File: src/rtl/code_rom_arbiter.sv
`timescale 1ns/1ps
// Arbitrates one single-port code ROM between the tracking (TE) and acquisition (AE)
// engines; read data is returned to the winner through a tag pipeline matched to ROM latency.
module code_rom_arbiter #(
  parameter int ADDR_WIDTH   = 14,
  parameter int DATA_WIDTH   = 32,
  parameter int ROM_LATENCY  = 1,
  parameter int STARVE_LIMIT = 8
) (
  input  logic                  clk,
  input  logic                  rst_b,
  input  logic                  te_rd,
  input  logic [ADDR_WIDTH-1:0] te_addr,
  output logic                  te_gnt,
  output logic                  te_data_valid,
  output logic [DATA_WIDTH-1:0] te_data,
  input  logic                  ae_rd,
  input  logic [ADDR_WIDTH-1:0] ae_addr,
  output logic                  ae_gnt,
  output logic                  ae_data_valid,
  output logic [DATA_WIDTH-1:0] ae_data,
  output logic                  rom_rd,
  output logic [ADDR_WIDTH-1:0] rom_addr,
  input  logic [DATA_WIDTH-1:0] rom_rdata,
  input  logic                  cnt_clear,
  output logic [15:0]           conflict_cnt
);

  localparam int SW = (STARVE_LIMIT < 1) ? 1 : $clog2(STARVE_LIMIT + 1);
  localparam logic [SW-1:0] STARVE_MAX = SW'(STARVE_LIMIT);

  logic [SW-1:0] starve_cnt;
  logic          force_ae;
  logic [1:0]    tag_q [ROM_LATENCY];
  logic [1:0]    tag_out;

  // Handshake: a read is accepted in a cycle where *_rd and *_gnt are both high; a
  // denied requester holds *_rd and *_addr until granted, nothing is queued here.
  always_comb begin
    force_ae = ae_rd && (STARVE_LIMIT != 0) && (starve_cnt == STARVE_MAX);
    ae_gnt   = ae_rd && (!te_rd || force_ae);
    te_gnt   = te_rd && !ae_gnt;
    rom_rd   = te_gnt || ae_gnt;
    rom_addr = ae_gnt ? ae_addr : te_addr;
  end

  // Counts consecutive denied AE cycles; reaching the limit forces one AE grant.
  always_ff @(posedge clk or negedge rst_b) begin
    if (!rst_b) begin
      starve_cnt <= '0;
    end else if (ae_gnt || !ae_rd) begin
      starve_cnt <= '0;
    end else if (starve_cnt != STARVE_MAX) begin
      starve_cnt <= starve_cnt + SW'(1);
    end
  end

  // {te_tag, ae_tag} travels alongside the ROM access so data reaches its owner.
  always_ff @(posedge clk or negedge rst_b) begin
    if (!rst_b) begin
      for (int i = 0; i < ROM_LATENCY; i++) tag_q[i] <= '0;
    end else begin
      tag_q[0] <= {te_gnt, ae_gnt};
      for (int i = 1; i < ROM_LATENCY; i++) tag_q[i] <= tag_q[i-1];
    end
  end

  assign tag_out = tag_q[ROM_LATENCY-1];

  always_ff @(posedge clk or negedge rst_b) begin
    if (!rst_b) begin
      te_data_valid <= 1'b0;
      te_data       <= '0;
      ae_data_valid <= 1'b0;
      ae_data       <= '0;
    end else begin
      te_data_valid <= tag_out[1];
      ae_data_valid <= tag_out[0];
      if (tag_out[1]) te_data <= rom_rdata;
      if (tag_out[0]) ae_data <= rom_rdata;
    end
  end

  always_ff @(posedge clk or negedge rst_b) begin
    if (!rst_b) begin
      conflict_cnt <= '0;
    end else if (cnt_clear) begin
      conflict_cnt <= '0;
    end else if (te_rd && ae_rd && (conflict_cnt != 16'hFFFF)) begin
      conflict_cnt <= conflict_cnt + 16'd1;
    end
  end

endmodule
File: config.mk
export PLATFORM = sky130hd
export DESIGN_NAME = code_rom_arbiter
export DESIGN_NICKNAME = d
export VERILOG_FILES = /design/src/rtl/code_rom_arbiter.sv
export SDC_FILE = /design/constraint.sdc
export NUM_CORES = 1
export LEC_CHECK = 0
export CELL_PAD_IN_SITES_DETAIL_PLACEMENT = 0
export CELL_PAD_IN_SITES_GLOBAL_PLACEMENT = 1
export CORE_MARGIN = 4
export CORE_UTILIZATION = 29
export DETAILED_ROUTE_END_ITERATION = 7
export PLACE_DENSITY_LB_ADDON = 0.1
export SLEW_MARGIN = 10
export SYNTH_ARGS = -nofsm -noshare
export SYNTH_HDL_FRONTEND = slang
export SYNTH_SLANG_ARGS = --single-unit
File: constraint.sdc
create_clock -name clk -period 1.9 [get_ports clk]
set_clock_uncertainty 0.05 [all_clocks]
set_input_delay 0.19 -clock clk [delete_from_list [all_inputs] [get_ports clk]]
set_output_delay 0.19 -clock clk [all_outputs]
set_load 0.05 [all_outputs]
==> flow_summary_export.csv, run 1 <==
group,metric,value,unit
outcome,status,"finished with violations",
outcome,violations,"setup timing",
yosys,synthArstFlopShare,100,%
worst_setup_path,slowest_stage,"dfrtp_1",
power,vdd_drop_max,0.352,mV
placed_design,place_congestion,0.722,
worst_setup_path,worstPathCellList,"inv_1, ha_1, nand3b_1, o21a_4, nor2_4, buf_12, mux2_2, buf_6",
yosys,yosysSeqAreaShare,57.8,%
power,p_leak,2.61,nW
cells_and_area,nets,531,
yosys,synth.distinct_cells,44,
route,ant_nets,0,
worst_setup_path,worstSetupPathType,"flop to output pin",
worst_setup_path,cpPeakStageDelay,0.38,ns
yosys,ys_ff_latch,88,
cells_and_area,antenna_cells,0,
cells_and_area,final_core_util,49.2,%
route,first_pass_iters,4,
worst_setup_path,crit_start,"starve_cnt[0]",
route,wirelength,10.1,mm
worst_setup_path,crit_path_end_kind,"output pin",
yosys,syn_area_per_cell,13.8,um^2
run,maxCapViolCount,0,
placed_design,hpwlAfterDp,7.42,mm
sta,tightest_slew,0.573,ns
die,ios,164,
route,routed-wl-met2,4.94,mm
worst_setup_path,path_delay_family,"flip-flops",
yosys,synthCells,276,
sta,min_period,2.30,ns
cts,cts_max_level,3,
sta,hold_viol,0,
global_route,grt_use_total,13.6,%
power,p_per_area,906,mW/mm^2
worst_setup_path,timing.rr.start,"conflict_cnt[0]",
die,core_area,0.0127,mm^2
sta,rsz0062_at_grt,"yes",
sta,fmaxAchievable,0.435,GHz
route,drc,0,
cts,tritoncts,"built",
route,wl_met1,4.44,mm
cells_and_area,final_cells,638,
cells_and_area,area_delta_synth_final,64.3,%
yosys,synth_edf_count,0,
die,fp.dieH,123,um
cts,cts_made_buffers,9,
die,floorplan.initialDensity,30.0,%
route,num_vias,2855,
sta,setup_viol,15,
route,wl_per_cell,15.8,um
route,viasPerCell,4.47,
sta,tns,-5.33,ns
global_route,grt_max_degree,35,
cts,max-clock-path-buffers,2,
route,met3_length,555,um
worst_setup_path,worstPathBufferInverterCount,3,
cells_and_area,drive_gt1_share,36.1,%
worst_setup_path,reg2reg_depth,5,
cts,cts-root-buf,"clkbuf_16",
yosys,netlist_area,0.00381,mm^2
yosys,syn-num-nets,344,
global_route,overflow,0,
worst_setup_path,arrival,2.06,ns
placed_design,port_buffers,163,
sta,worst_slack,-0.400,ns
cts,clkTransAtPathRegs,0.06,ns
yosys,ys.flop_type,"dfrtp_1",
cts,cts_sinks,88,
die,die-area,0.0150,mm^2
sta,finalCritPeriodShare,121,%
sta,drv_slew,0,
worst_setup_path,r2r_setup_slack,0.12,ns
die,core.rowCount,41,
worst_setup_path,r2r-end,"conflict_cnt[9]",
worst_setup_path,required,1.66,ns
global_route,grt_pass1_wl,15.6,mm
hold_path,hold_class,"input port to async pin",
global_route,antenna_found_initial,0,
route,dr.first_iter.drc_count,87,
sta,whs,0.310,ns
route,top_layer,"met4",
cts,clk_latency,0.34,ns
placed_design,dp_cells,621,
sta,slew_headroom,61.6,%
global_route,grt_pass1_vias,2951,
worst_setup_path,startpoint_type,"flop",
yosys,ys_warn_count,0,
worst_setup_path,worst-path-max-fanout,15,
die,die_w,123,um
==> synthesized netlist by cell type, types with 3 or more instances <==
cell type / number / area (um^2)
o21ai_0: 6 / 30.0
nor2_1: 9 / 33.8
or4_1: 3 / 22.5
buf_1: 6 / 22.5
nor2b_1: 3 / 18.8
mux2_2: 81 / 912
nand2_1: 8 / 30.0
nand3_1: 6 / 30.0
dfrtp_1: 88 / 2200
nand4_1: 3 / 18.8
inv_1: 4 / 15.0
a21oi_1: 9 / 45.0
ha_1: 3 / 37.5
o31ai_1: 3 / 22.5
or3_1: 6 / 37.5
==> layout make-up <==
class                           instances  area [um^2]
Fill cell                            1145         6460
Multi-Input combinational cell        171         1590
Sequential cell                        88         2220
Tap cell                              172          215
Clock inverter                          5         83.8
Clock buffer                            9          225
Timing Repair Buffer                  189         1910
Inverter                                4         15.0
==> repair_timing <==
item	in CTS	in global routing
buffers inserted	1	1
hold buffers	1	0
resized for setup	14	5
hold endpoints to repair	30	0
setup endpoints to repair	15	19
pin swaps	0	0
==> how the worst max path moves through the flow <==
stage                     slack [ns]  cells after the start      endpoint
final                          -0.40                      8   rom_addr[3]
after CTS                      -0.43                      8   rom_addr[2]
after global placement         -0.10                      7   rom_addr[1]
after floorplan                -0.09                      7  rom_addr[10]
after global routing           -0.52                      8   rom_addr[1]
after detailed placement       -0.12                      7   rom_addr[3]
==> registers in the layout, indices dropped and copies added, names as in the netlist <==
signal / flops
ae_data: 32
tag_out: 2
starve_cnt: 4
te_data: 32
te_data_valid: 1
ae_data_valid: 1
conflict_cnt: 16
==> kinds of logic after synthesis <==
family          share of synthesized area (%)
simple gates                             10.1
flops                                    57.8
buf+inv                                  2.30
fa+ha+maj                               0.985
compound gates                           4.17
xor+xnor                                0.690
mux                                      23.9
==> where the power goes <==
| group | switching, W | total [W] | leakage [nW] | internal (W) |
|---|---|---|---|---|
| clock network | 0.000725 | 0.00186 | 0.144 | 0.00114 |
| registers | 0.0000852 | 0.00214 | 1.05 | 0.00205 |
| logic | 0.00100 | 0.00167 | 1.41 | 0.000670 |
| total | 0.00181 | 0.00567 | 2.61 | 0.00386 |
==> routing by layer <==
layer | up-vias | GRT usage [%]
li1 | 1367 | -
met1 | 1395 | 17.4
met2 | 83 | 21.6
met3 | 10 | 4.15
met4 | 0 | 5.60
met5 | - | 0
==> metrics by stage <==
stage               setup WS (ns)  cell area [um^2]  total power [W]
floorplan                 -0.0863              3900          0.00316
global placement           -0.101              5860          0.00383
detailed placement         -0.119              5860          0.00384
CTS                        -0.427              6240          0.00577
global route               -0.515              6260          0.00592
finish                     -0.400              6260          0.00567
==> placed cells by master (no fill, tap or decap), types with 3 or more instances in the layout <==
cell / count
nand3_1: 6
o21ai_0: 6
a21oi_1: 9
clkbuf_16: 9
nor2b_1: 3
buf_4: 25
nand2_1: 8
buf_12: 6
or4_1: 3
mux2_2: 70
dfrtp_2: 14
inv_1: 4
or3_1: 6
nand4_1: 3
dfrtp_1: 74
buf_6: 14
mux2_4: 11
clkdlybuf4s50_1: 140
nor2_1: 9
o31ai_1: 3
dlymetal6s2s_1: 3
No activity file was read; power rests on OpenSTA's default activity.
==> inputs of run 2 (changes only) <==
==> constraint.sdc (replaced) <==
create_clock -name clk -period 1.9 [get_ports clk]
set_clock_uncertainty 0.05 [all_clocks]
set_input_delay 0.38 -clock clk [delete_from_list [all_inputs] [get_ports clk]]
set_output_delay 0.38 -clock clk [all_outputs]
set_load 0.05 [all_outputs]
==> flow_summary_export.csv, run 2 (synthesized netlist as in run 1, its figures left out) <==
group,metric,value,unit
cells_and_area,mostFrequentLayoutCells,"buf_4 (105), dfrtp_1 (73), mux2_2 (71)",
run,maxCapViolCount,0,
cts,tritoncts,"built",
outcome,violations,"setup timing",
route,ant_nets,0,
power,switching_share,32.7,%
die,ios,164,
route,dr.first_iter.drc_count,109,
global_route,grt_max_degree,34,
cells_and_area,antenna_cells,0,
cts,cts_max_level,3,
global_route,overflow,0,
power,p_sw,0.00178,W
worst_setup_path,worstPathBufferInverterCount,3,
placed_design,place_congestion,0.723,
outcome,status,"finished with violations",
global_route,grt_use_total,13.0,%
worst_setup_path,slowest_stage,"dfrtp_1",
power,pwr-share-seq,39.3,%
sta,fmaxAchievable,0.400,GHz
sta,slew_headroom,68.2,%
route,wl_per_cell,15.6,um
cts,cts_sinks,88,
sta,tightest_slew,0.477,ns
power,p_leak,2.64,nW
cells_and_area,drive_gt1_share,53.4,%
power,intPower,0.00367,W
power,p_total,0.00545,W
die,die-area,0.0150,mm^2
cts,max-clock-path-buffers,2,
route,drc,0,
worst_setup_path,worstPathCellList,"inv_1, ha_1, nand3b_1, o21a_4, nor2_4, buf_12, mux2_2, buf_6",
cts,clkTransAtPathRegs,0.06,ns
global_route,grt_pass1_wl,15.1,mm
cells_and_area,reg_top3,"ae_data (32), te_data (32), conflict_cnt (16)",
worst_setup_path,required,1.47,ns
cts,cts_made_buffers,9,
sta,setup_viol,16,
power,power_frac_comb,29.6,%
worst_setup_path,startpoint_type,"flop",
worst_setup_path,crit_path_end_kind,"output pin",
cells_and_area,area_delta_synth_final,59.0,%
power,clkPwrFrac,31.1,%
cells_and_area,final_core_util,47.6,%
sta,tns,-8.53,ns
worst_setup_path,worst-path-max-fanout,15,
worst_setup_path,r2r_setup_slack,0.13,ns
sta,worst_slack,-0.599,ns
die,core_area,0.0127,mm^2
power,p_per_area,899,mW/mm^2
route,num_vias,2896,
sta,finalCritPeriodShare,132,%
worst_setup_path,path_delay_family,"flip-flops",
power,vdd_drop_max,0.492,mV
sta,whs,0.457,ns
global_route,grt_pass1_vias,2929,
sta,min_period,2.50,ns
die,fp.dieH,123,um
cells_and_area,final_common_cell,"buf_4",
route,viasPerCell,4.53,
sta,hold_viol,0,
hold_path,hold_class,"flop to flop",
worst_setup_path,cpPeakStageDelay,0.37,ns
die,core.rowCount,41,
placed_design,dp_cells,624,
placed_design,hpwlAfterDp,7.38,mm
cells_and_area,final_cells,640,
cts,cts-root-buf,"clkbuf_16",
worst_setup_path,worstSetupPathType,"flop to output pin",
die,die_w,123,um
route,wirelength,9.98,mm
global_route,antenna_found_initial,0,
sta,rsz0062_at_grt,"yes",
sta,drv_slew,0,
worst_setup_path,arrival,2.07,ns
die,floorplan.initialDensity,30.0,%
route,first_pass_iters,4,
placed_design,port_buffers,163,
cts,clk_latency,0.33,ns
cells_and_area,nets,533,
run 2: path summary, 6_finish.rpt:
check,start,to,cells after the start
min in group asynchronous,rst_b,te_data[18],2
max,starve_cnt[0],rom_addr[1],8
min,te_data[15],te_data[15],1
max reg2reg,conflict_cnt[1],conflict_cnt[9],5
min reg2reg,te_data[15],te_data[15],1
max in group asynchronous,rst_b,conflict_cnt[11],3
run 2: power groups by stage:
stage | clock network [W] | logic [W] | registers, W
2_1_floorplan | 0 | 0.000367 | 0.00279
3_3_place_gp | 0 | 0.00160 | 0.00217
3_5_place_dp | 0 | 0.00161 | 0.00218
4_1_cts | 0.00176 | 0.00163 | 0.00215
5_1_grt | 0.00183 | 0.00169 | 0.00217
6_report | 0.00169 | 0.00161 | 0.00214
run 2: metrics by stage:
step,setup WS (ns),instance area [um^2]
floorplan,-0.276,3900
global placement,-0.453,5700
global route,-0.671,6060
detailed placement,-0.467,5700
CTS,-0.643,6050
finish,-0.599,6060
run 2: worst reg2reg max path: stages, from the launching register on:
cell and delay (ns):
dfrtp_2 0.42, ha_4 0.17, nand4_2 0.16, or3_1 0.43
nand3_1 0.10, mux2_2 0.33
run 2: final cells by class:
| class | instances | area [um^2] |
|---|---|---|
| clock buffer | 10 | 229 |
| clock inverter | 4 | 47.5 |
| fill | 1223 | 6660 |
| inverter | 4 | 15.0 |
| multi-input combinational | 171 | 1590 |
| sequential | 88 | 2220 |
| tap | 172 | 215 |
| timing repair buffer | 191 | 1740 |
run 2: what timing repair did:
item	4_1_cts	5_1_grt
setup endpoints to repair	16	17
endpoints found under the hold margin	31	0
cloned	0	0
setup buffers	1	0
resized for setup	15	2
hold buffers	1	0
run 2: per-layer routing:
layer  track usage [%]  part of all wire [%]  up-vias  routed length (um)
met1              16.5                    43     1427                4310
met3              2.67                   5.5       12                 550
met4              5.60                   1.9        0                 193
li1                  -                     -     1370                   -
met5                 0                     0        -                   0
met2              21.4                    49       87                4930
==> inputs of run 3 (changes only) <==
- SKIP_CTS_REPAIR_TIMING: default -> 1
==> flow_summary_export.csv, run 3 (synthesized netlist as in run 1, its figures left out) <==
group,metric,value,unit
outcome,status,"finished with violations",
outcome,violations,"setup timing",
route,viasPerCell,4.56,
power,p_leak,2.64,nW
run,maxCapViolCount,0,
worst_setup_path,r2r-end,"conflict_cnt[9]",
route,wirelength,9.99,mm
cells_and_area,nets,532,
hold_path,hold_class,"flop to flop",
cts,max-clock-path-buffers,2,
die,fp.dieH,123,um
cts,clk_latency,0.33,ns
worst_setup_path,cp.depth,8,
die,core.rowCount,41,
worst_setup_path,worstPathBufferInverterCount,3,
worst_setup_path,crit_path_end_kind,"output pin",
cells_and_area,area_delta_synth_final,58.7,%
sta,setup_viol,16,
sta,hold_viol,0,
sta,worst_slack,-0.598,ns
worst_setup_path,cpPeakStageDelay,0.37,ns
die,core_area,0.0127,mm^2
power,vdd_drop_max,0.493,mV
power,p_total,0.00545,W
sta,rsz0062_at_grt,"yes",
cts,cts-root-buf,"clkbuf_16",
route,drc,0,
die,die-area,0.0150,mm^2
hold_path,worstHoldPathCells,1,
cts,cts_sinks,88,
die,ios,164,
cts,cts_max_level,3,
route,ant_nets,0,
global_route,grt_use_total,13.0,%
cells_and_area,fillers,1221,
cts,cts_made_buffers,9,
sta,tightest_slew,0.476,ns
cts,clkTransAtPathRegs,0.06,ns
worst_setup_path,required,1.47,ns
global_route,grt_pass1_wl,15.1,mm
worst_setup_path,startpoint_type,"flop",
route,first_pass_iters,6,
sta,finalCritPeriodShare,131,%
cells_and_area,final_common_cell,"buf_4",
placed_design,port_buffers,163,
cells_and_area,final_area,0.00605,mm^2
worst_setup_path,r2r_setup_slack,0.12,ns
global_route,antenna_found_initial,0,
route,wl_per_cell,15.6,um
worst_setup_path,timing.rr.start,"conflict_cnt[1]",
cells_and_area,antenna_cells,0,
worst_setup_path,slowest_stage,"dfrtp_1",
power,p_per_area,900,mW/mm^2
worst_setup_path,path_delay_family,"flip-flops",
route,num_vias,2912,
cells_and_area,mostFrequentLayoutCells,"buf_4 (105), dfrtp_1 (73), mux2_2 (71)",
cells_and_area,reg_top3,"ae_data (32), te_data (32), conflict_cnt (16)",
die,floorplan.initialDensity,30.0,%
worst_setup_path,worstPathCellList,"inv_1, ha_1, nand3b_1, o21a_4, nor2_4, buf_12, mux2_2, buf_6",
sta,drv_slew,0,
sta,fmaxAchievable,0.400,GHz
worst_setup_path,reg2reg_depth,5,
worst_setup_path,arrival,2.07,ns
sta,slew_headroom,68.3,%
placed_design,hpwlAfterDp,7.38,mm
placed_design,postPlaceCellArea,0.00570,mm^2
cells_and_area,drive_gt1_share,53.3,%
sta,whs,0.457,ns
worst_setup_path,worst-path-max-fanout,15,
route,dr.first_iter.drc_count,114,
cells_and_area,regArea,0.00222,mm^2
cts,tritoncts,"built",
cells_and_area,multiInputGateArea,0.00159,mm^2
global_route,grt_max_degree,34,
placed_design,place_congestion,0.723,
worst_setup_path,crit_start,"starve_cnt[0]",
die,die_w,123,um
worst_setup_path,crit_path_end,"rom_addr[1]",
sta,min_period,2.50,ns
global_route,grt_pass1_vias,2927,
worst_setup_path,worstSetupPathType,"flop to output pin",
global_route,overflow,0,
==> run 3: changes by cell type in the layout (fill, tap and decap cells not counted), sizes merged <==
cell	previous run	this run
buf	127	126
==> run 3: cell type report <==
class | instances | share of cell area [%]
clock inverter | 4 | 0.786
timing repair buffer | 190 | 28.6
inverter | 4 | 0.248
sequential | 88 | 36.7
multi-input combinational | 171 | 26.3
tap | 172 | 3.56
clock buffer | 10 | 3.79
==> run 3: per-layer routing <==
| metal | GRT usage (%) | wire [um] |
|---|---|---|
| met5 | 0 | 0 |
| met4 | 5.25 | 154 |
| met3 | 2.67 | 573 |
| met2 | 21.6 | 4970 |
| met1 | 16.4 | 4290 |
==> run 3: worst min-delay path by stage <==
stage                            from     endpoint
final                     te_data[15]  te_data[15]
after global routing      ae_data[16]  ae_data[16]
after CTS                       rst_b  te_data[18]
after detailed placement        rst_b  te_data[18]
after global placement          rst_b  te_data[18]
after floorplan                 rst_b   ae_data[0]
==> run 3: stage by stage <==
stage	std cells	worst slack, ns	TNS, ns	util [%]
2_1_floorplan	276	-0.276	-3.30	-
3_3_place_gp	624	-0.453	-8.42	44.8
3_5_place_dp	624	-0.467	-8.72	44.8
4_1_cts	638	-0.668	-9.56	46.9
5_1_grt	639	-0.672	-9.63	47.5
6_report	639	-0.598	-8.42	47.5
==> run 3: report_power, final <==
part | switching, W | leakage [nW] | internal (W) | total, W
clock | 0.000693 | 0.134 | 0.00100 | 0.00169
combinational | 0.000998 | 1.45 | 0.000612 | 0.00161
sequential | 0.0000911 | 1.05 | 0.00205 | 0.00214
total | 0.00178 | 2.64 | 0.00366 | 0.00545
